File: src/rtl/mac_int_param.sv
// mac_int_param: handshaked signed integer multiply-accumulate engine.
//
// Accumulates a programmable-length dot product of signed A*B pairs into a
// guarded ACC_W-bit accumulator. The multiply is registered (p_reg) and the add
// happens on the following edge, so beats may arrive back-to-back. A final DRAIN
// cycle folds the last product into y and raises a one-cycle done pulse.
//
// Optional feature, selected by the macro MAC_SAT_EN:
//   defined   - on overflow the accumulator clamps to the signed max/min value
//   undefined - the accumulator wraps modulo 2^ACC_W (no clamp logic is built)
// In both builds ovf is sticky from the overflowing add until the next accepted
// start.

module mac_int_param #(
  parameter int unsigned DATA_W = 16,
  parameter int unsigned ACC_W  = 40,
  parameter int unsigned LEN_W  = 8
) (
  input  logic                     clk,
  input  logic                     reset,
  input  logic                     start,
  input  logic [LEN_W-1:0]         len,
  input  logic                     valid,
  output logic                     ready,
  input  logic signed [DATA_W-1:0] A,
  input  logic signed [DATA_W-1:0] B,
  output logic signed [ACC_W-1:0]  y,
  output logic                     done,
  output logic                     busy,
  output logic                     ovf
);

  localparam int unsigned PW = 2 * DATA_W;

  localparam logic signed [ACC_W-1:0] SatMax = {1'b0, {(ACC_W - 1) {1'b1}}};
  localparam logic signed [ACC_W-1:0] SatMin = {1'b1, {(ACC_W - 1) {1'b0}}};

  // The full product must fit in the accumulator without truncation.
  if (ACC_W < 2 * DATA_W) begin : g_acc_w_check
    $error("mac_int_param: ACC_W must be >= 2*DATA_W");
  end

  typedef enum logic [1:0] {
    StIdle,
    StAccum,
    StDrain
  } state_e;

  state_e                   state;
  logic [LEN_W-1:0]         len_q;
  logic [LEN_W-1:0]         count;
  logic signed [ACC_W-1:0]  acc;
  logic signed [PW-1:0]     p_reg;
  logic                     p_vld;

  logic signed [PW-1:0]     prod;
  logic signed [ACC_W-1:0]  p_ext;
  logic signed [ACC_W-1:0]  sum_raw;
  logic signed [ACC_W-1:0]  add_sum;
  logic                     add_ovf;
  logic                     accept;
  logic                     last_beat;

  // Full-width signed product and its sign extension to the accumulator width.
  always_comb begin
    prod  = PW'(A) * PW'(B);
    p_ext = ACC_W'(p_reg);
  end

  // Accumulator adder with two's-complement overflow detection; shared by the
  // pipelined add in ACCUM and the final fold in DRAIN.
  always_comb begin
    sum_raw = acc + p_ext;
    add_ovf = (acc[ACC_W-1] == p_ext[ACC_W-1]) && (sum_raw[ACC_W-1] != acc[ACC_W-1]);
`ifdef MAC_SAT_EN
    // Clamp in the direction of the overflow: both operands share acc's sign.
    if (add_ovf) begin
      add_sum = acc[ACC_W-1] ? SatMin : SatMax;
    end else begin
      add_sum = sum_raw;
    end
`else
    add_sum = sum_raw;
`endif
  end

  // Handshake decode; ready is a registered copy of "in ACCUM".
  always_comb begin
    accept    = valid && ready;
    last_beat = (count == (len_q - LEN_W'(1)));
  end

  // Control FSM plus datapath registers; all outputs are registered here.
  always_ff @(posedge clk or negedge reset) begin
    if (!reset) begin
      state <= StIdle;
      len_q <= '0;
      count <= '0;
      acc   <= '0;
      p_reg <= '0;
      p_vld <= 1'b0;
      y     <= '0;
      done  <= 1'b0;
      busy  <= 1'b0;
      ready <= 1'b0;
      ovf   <= 1'b0;
    end else begin
      done <= 1'b0;
      unique case (state)
        StIdle: begin
          if (start) begin
            ovf <= 1'b0;
            if (len != '0) begin
              len_q <= len;
              acc   <= '0;
              count <= '0;
              p_vld <= 1'b0;
              ready <= 1'b1;
              busy  <= 1'b1;
              state <= StAccum;
            end else begin
              // Empty vector: report a zero result immediately.
              y    <= '0;
              done <= 1'b1;
            end
          end
        end

        StAccum: begin
          // Second pipeline stage: fold the product captured on the previous edge.
          if (p_vld) begin
            acc <= add_sum;
            if (add_ovf) begin
              ovf <= 1'b1;
            end
          end
          p_vld <= accept;
          if (accept) begin
            p_reg <= prod;
            count <= count + LEN_W'(1);
            if (last_beat) begin
              ready <= 1'b0;
              state <= StDrain;
            end
          end
        end

        StDrain: begin
          // The last product is still in p_reg; fold it straight into y.
          acc   <= add_sum;
          y     <= add_sum;
          if (add_ovf) begin
            ovf <= 1'b1;
          end
          p_vld <= 1'b0;
          done  <= 1'b1;
          busy  <= 1'b0;
          state <= StIdle;
        end

        default: begin
          ready <= 1'b0;
          busy  <= 1'b0;
          state <= StIdle;
        end
      endcase
    end
  end

endmodule

File: config.mk
export PLATFORM = sky130hd
export DESIGN_NAME = mac_int_param
export DESIGN_NICKNAME = d
export VERILOG_FILES = /design/src/rtl/mac_int_param.sv
export SDC_FILE = /design/constraint.sdc
export NUM_CORES = 1
export LEC_CHECK = 0
export ABC_AREA = 1
export BUFFER_PORTS_ARGS = -buffer_cell sky130_fd_sc_hd__buf_2
export CELL_PAD_IN_SITES_DETAIL_PLACEMENT = 1
export CELL_PAD_IN_SITES_GLOBAL_PLACEMENT = 1
export CORE_ASPECT_RATIO = 1.2
export CORE_MARGIN = 4
export CORE_UTILIZATION = 40
export DETAILED_ROUTE_END_ITERATION = 10
export GPL_TIMING_DRIVEN = 0
export PLACE_DENSITY_LB_ADDON = 0.1
export REMOVE_ABC_BUFFERS = 1
export SLEW_MARGIN = 15
export SYNTH_ARGS = -nofsm -noshare
export SYNTH_HDL_FRONTEND = slang
export SYNTH_SLANG_ARGS = --single-unit
File: constraint.sdc
create_clock -name clk -period 3.4 [get_ports clk]
set_input_delay 0.68 -clock clk [delete_from_list [all_inputs] [get_ports clk]]
set_output_delay 0.68 -clock clk [all_outputs]
set_load 0.02 [all_outputs]
==> results of run 1 <==
[layer usage]
layer  track usage [%]  vias up
met2              45.6      248
met3              1.43      125
met1              28.5     8384
li1                  -     8011
met4              10.0        0
met5                 0        -
[cells in the final DEF (no fill, tap or decap), types with 29 or more instances in the layout]
cell type	n
nand4_1	29
o21ai_0	59
buf_2	55
ha_4	29
nand3_1	117
a21oi_1	59
buf_6	31
nand2_4	32
ha_1	94
fa_1	240
nand2_1	727
nor2_1	113
inv_1	487
inv_2	60
buf_4	78
nand2_2	37
dfrtp_1	135
[what timing repair did]
action,in CTS,in global routing
cloned,2,3
endpoints found under the setup margin,27,27
gates resized for setup,388,194
setup buffers,71,34
pin swaps,125,140
[kinds of logic after synthesis]
kind of cell	after synthesis	share of synthesized area (%)
AO/OA/AOI/OAI	193	5.51
adder cells (fa/ha/maj)	390	36.2
XOR/XNOR	34	1.57
buffers and inverters	633	12.7
flip-flops	135	17.9
AND/OR/NAND/NOR	1187	26.1
[stage by stage]
stage | TNS (ps) | hold WS (ps) | utilization (%)
2_1_floorplan | -44390 | 384 | -
3_3_place_gp | -177320 | 457 | 42.2
3_5_place_dp | -70000 | 461 | 42.3
4_1_cts | -40850 | 185 | 48.1
5_1_grt | -46410 | 205 | 50.3
6_report | -42570 | 178 | 50.3
[worst max-delay path, delay by kind of cell]
kind / cells / cell delay (ps)
buffers and inverters: 5 / 510
adder cells (fa/ha/maj): 7 / 3460
AND/OR/NAND/NOR: 9 / 940
AO/OA/AOI/OAI: 1 / 120
[final cells by class]
cell class                      count  area [sq um]  area share (%)
Inverter                          552          2090            8.84
Clock inverter                     12           166           0.705
Timing Repair Buffer              199          1940            8.23
Clock buffer                       20           467            1.98
Tap cell                          623           779            3.30
Timing Repair inverter              1          7.51          0.0318
Sequential cell                   135          3380            14.3
Multi-Input combinational cell   1804         14800            62.6
[worst min-delay path by stage]
stage,from,slack (ps),cells after the start,end
after floorplan,reset,380,0,acc[0]
after global placement,y[32],460,2,y[32]
after detailed placement,y[25],460,2,y[25]
after CTS,reset,180,1,y[6]
after global routing,reset,200,1,y[6]
final,reset,180,1,acc[1]
==> impl_results.md, run 1 <==
* Outcome: finished, violations left
* Failing checks: setup timing
* Period utilisation layout at 159%
* Metal2 WL at about 33 mm
* DR DRC count at 0
* Post-Place Cell Area at about 20000 sq um
* Worst setup path end: p_reg[31]
* CTS tree: yes
* Largest net degree at the start of global routing at 71
* Clk_skew at between 10 and 15 ps
* Routed wl met3 at 989 um
* Sequential share of the synthesized area at 17.9%
* Fin cells at ~3300
* Worst Max-Slew Pin Slew at 790 ps
* Initial Utilization at 40.3%
* Synth area leader: fa_1
* Worst reg2reg endpoint: count[4]
* Synth Flop Type: dfrtp_1
* HP Class: in -> async
* Worst setup EP type: flip-flop
* Vias at 16800
* Root Driver: clkbuf_16
* CP max FO at 6
* Max Used Layer: met4
* Synth cell count leaders: nand2_1, inv_1, fa_1
* Worst-path cell chain: buf_16 -> buf_12 -> nand2_4 -> fa_1 -> inv_2 -> fa_2 -> buf_6 -> buf_6 -> fa_1 -> fa_1 -> fa_1 -> fa_1 -> ha_4 -> nand2_4 -> nor3_4 -> nand2_2 -> nor3_2 -> nand2_1 -> o211ai_1 -> nand3_1 -> nand3_1 -> nand2_1
* Layout area overhead at 24.8%
* Total track usage at around 24%
* Filler Cells Inserted at 5716
* R2r worst-path depth at 11
* Placed cells at 3205
* Initial drt markers at 540
* GRT Residual Overflow at 0
* Clock buffer count from CTS at 17
* Die Wd at 206 um
* Routed Antenna Nets at 0
* Dpl ws at -3340 ps
* DR pass1 iterations at 4
* #FFs+latches synth at 135
* Slew HR at 47.2%
* Routed WL at around 62 mm
* Number of global-route vias before repair at 19100
* Maxcap violations at 0
* Post-synthesis cell count at between 2000 and 3000
* Initial antenna violation count at 0
* First-pass GRT wire length at 98.6 mm
* Post-synthesis cell type count at 45
* Core area at roughly 47000 sq um
* Clock latency on the worst-skew pair at 440 ps
* Final Critical Period at 5410 ps
* Clk sinks at 135
* Final Net Count at 3144
* CP Data Required Time at roughly 3700 ps
* RSZ-0062 raised after global routing: true
* Hpwl dp at between 40 and 50 mm
* M1 WL at about 25 mm
* Startpoint types: input pin
* EDFF count, synth at 0
* Num ports at 88
* Die area at between 50000 and 60000 sq um
* Synth top area cells: fa_1, dfrtp_1, nand2_1
* Slowest cell on the critical path: fa_2
* Final setup vio count at 27
* Slowest Stage Delay on Critical Path at 660 ps
* Via density at 5.01
* PortBufs at 87
* Worst Setup SP: A[15]
* Worst path arrival time at 5730 ps
* Detail-routed net length per standard cell at ~19 um
* Final hold viol count at 0
* Share of cells above drive strength 1 at 21.2%
* Synth top area share at ~28%
* GPL Wtd Cong at 0.971
* Design Area, Final at roughly 24000 sq um
* H-tree levels at 4
* Syn Area/Cell at ~7.4 sq um
* Kind of critical path: in -> reg
* Slack of the worst reg-to-reg path at 570 ps
* Row count at between 80 and 90
* Count leader, synth: nand2_1
* Diodes inserted at 0
* CP most frequent cell: fa_1
* Reg clk slew, reported paths at approximately 60 ps
* Clock buffer depth at 2
* Post-route setup slack at -2010 ps
* Fmax at 185 MHz
* Synth warnings at 0
* Syn Std Cell Area at approximately 19000 sq um
* Pins Over Slew Limit at 0
* Hold_buf cts at 0
* Y dimension of the die at 246 um
* Worst r2r src: state[1]
* Async SR Flop Fraction at 100%
Power of run 1 is left out: the tool's default activity adds up to more than one toggle a clock period on the data nets, which glitch-free logic cannot reach.
==> run 2: changes to the inputs <==
--- a/config.mk
+++ b/config.mk
@@ -16,6 +16,7 @@
 export GPL_TIMING_DRIVEN = 0
 export PLACE_DENSITY_LB_ADDON = 0.1
 export REMOVE_ABC_BUFFERS = 1
+export SETUP_SLACK_MARGIN = 0.4
 export SLEW_MARGIN = 15
 export SYNTH_ARGS = -nofsm -noshare
 export SYNTH_HDL_FRONTEND = slang
==> constraint.sdc (replaced) <==
create_clock -name clk -period 6.72 [get_ports clk]
set_input_delay 1.344 -clock clk [delete_from_list [all_inputs] [get_ports clk]]
set_output_delay 1.344 -clock clk [all_outputs]
set_load 0.02 [all_outputs]
==> impl_results.md, run 2 (synthesis gave the netlist of run 1 again) <==
* Vias at 16100
* Diodes inserted at 0
* Clock latency on the worst-skew pair at about 440 ps
* Pins Over Slew Limit at 0
* Initial Utilization at 40.3%
* Num ports at 88
* HP Class: reg -> reg
* Dpl ws at -685 ps
* Period utilisation layout at 92.3%
* Routed Antenna Nets at 0
* Root Driver: clkbuf_16
* Clk_skew at about 10 ps
* Initial antenna violation count at 0
* Largest net degree at the start of global routing at 71
* Worst path arrival time at 6530 ps
* Filler Cells Inserted at around 5900
* Startpoint types: input pin
* Y dimension of the die at 246 um
* Final core utilization at between 40% and 50%
* Final setup vio count at 0
* PortBufs at 87
* Via density at 4.95
* Worst hold margin at around 470 ps
* Final Net Count at 3047
* Reg clk slew, reported paths at about 60 ps
* CP Data Required Time at ~7000 ps
* H-tree levels at 4
* Worst Max-Slew Pin Slew at 790 ps
* Slew HR at 47.2%
* Clock buffer count from CTS at 17
* CTS tree: yes
* Kind of critical path: in -> reg
* Core area at 46900 sq um
* CP max FO at 6
* Total track usage at 23.0%
* Row count at 87
* GPL Wtd Cong at 0.971
* Outcome: finished clean
* Detail-routed net length per standard cell at between 15 and 20 um
* Most frequent cells in the layout: nand2_1, inv_1, fa_1
* Layout area overhead at 11.1%
* Worst setup EP type: flip-flop
* Clock buffer depth at 2
* GRT Residual Overflow at 0
* Routed WL at roughly 56 mm
* DR DRC count at 0
* DR pass1 iterations at 5
* Clk sinks at 135
* Fmax at 161 MHz
* Initial drt markers at 571
* Die area at around 51000 sq um
* Final hold viol count at 0
* First-pass GRT wire length at 93.4 mm
* RSZ-0062 raised after global routing: true
* Maxcap violations at 0
* Share of cells above drive strength 1 at 9.71%
* Hpwl dp at 47.6 mm
* Final Critical Period at 6200 ps
* Die Wd at 206 um
* Number of global-route vias before repair at 18300
* Commonest non-fill, non-tap cell in the layout: nand2_1
* Post-route setup slack at roughly 520 ps
[run 2: area by class of cell]
class | count | area [sq um] | share of cell area (%)
multi-input combinational | 1804 | 13500 | 64.1
sequential | 135 | 3380 | 16.1
inverter | 552 | 2080 | 9.88
tap | 623 | 779 | 3.71
timing repair buffer | 102 | 681 | 3.24
clock buffer | 20 | 467 | 2.22
clock inverter | 12 | 166 | 0.792
timing repair inverter | 1 | 5.00 | 0.0238
[run 2: critical path: stages]
cell        delay, ps
buf_2             130
clkinvlp_4        190
buf_4             200
nor2_1            120
fa_1              440
fa_1              460
fa_1              520
fa_1              440
fa_1              500
inv_1              50
fa_1              470
inv_1              40
ha_1              340
nand2_1           160
o21ai_0           150
o21bai_2          270
nand3b_1          260
or2_2             310
nand3_1            70
nand2_1            50
[run 2: metrics by stage]
stage / TNS, ps / instances / instance area [sq um]
2_1_floorplan: 0 / 2491 / 18600
3_3_place_gp: -5480 / 3201 / 19800
3_5_place_dp: -6660 / 3205 / 19900
4_1_cts: 0 / 3245 / 20700
5_1_grt: 0 / 3249 / 21000
6_report: 0 / 3249 / 21000
[run 2: path summary, 6_finish.rpt]
| kind | start | end | slack [ps] | cells past startpoint |
|---|---|---|---|---|
| max | B[15] | p_reg[21] | 520 | 20 |
| min | y[39] | y[39] | 470 | 2 |
| max reg2reg | state[1] | count[4] | 3960 | 11 |
| min reg2reg | y[39] | y[39] | 470 | 2 |
| max in group asynchronous | reset | acc[25] | 5140 | 2 |
| min in group asynchronous | reset | y[6] | 840 | 1 |
[run 2: layer usage]
layer | global-route usage (%) | vias to the layer above | wire [um]
li1 | - | 7800 | -
met1 | 27.5 | 7976 | 23600
met2 | 42.7 | 214 | 29700
met3 | 1.51 | 107 | 860
met4 | 8.75 | 0 | 2150
met5 | 0 | - | 0
[run 2: what timing repair did]
item	CTS	global route
pin swaps	2	11
setup buffers	8	3
endpoints found under the setup margin	16	18
gates resized for setup	37	95
gates cloned	0	1
hold buffers	0	0
Power of run 2 is left out for the same reason.
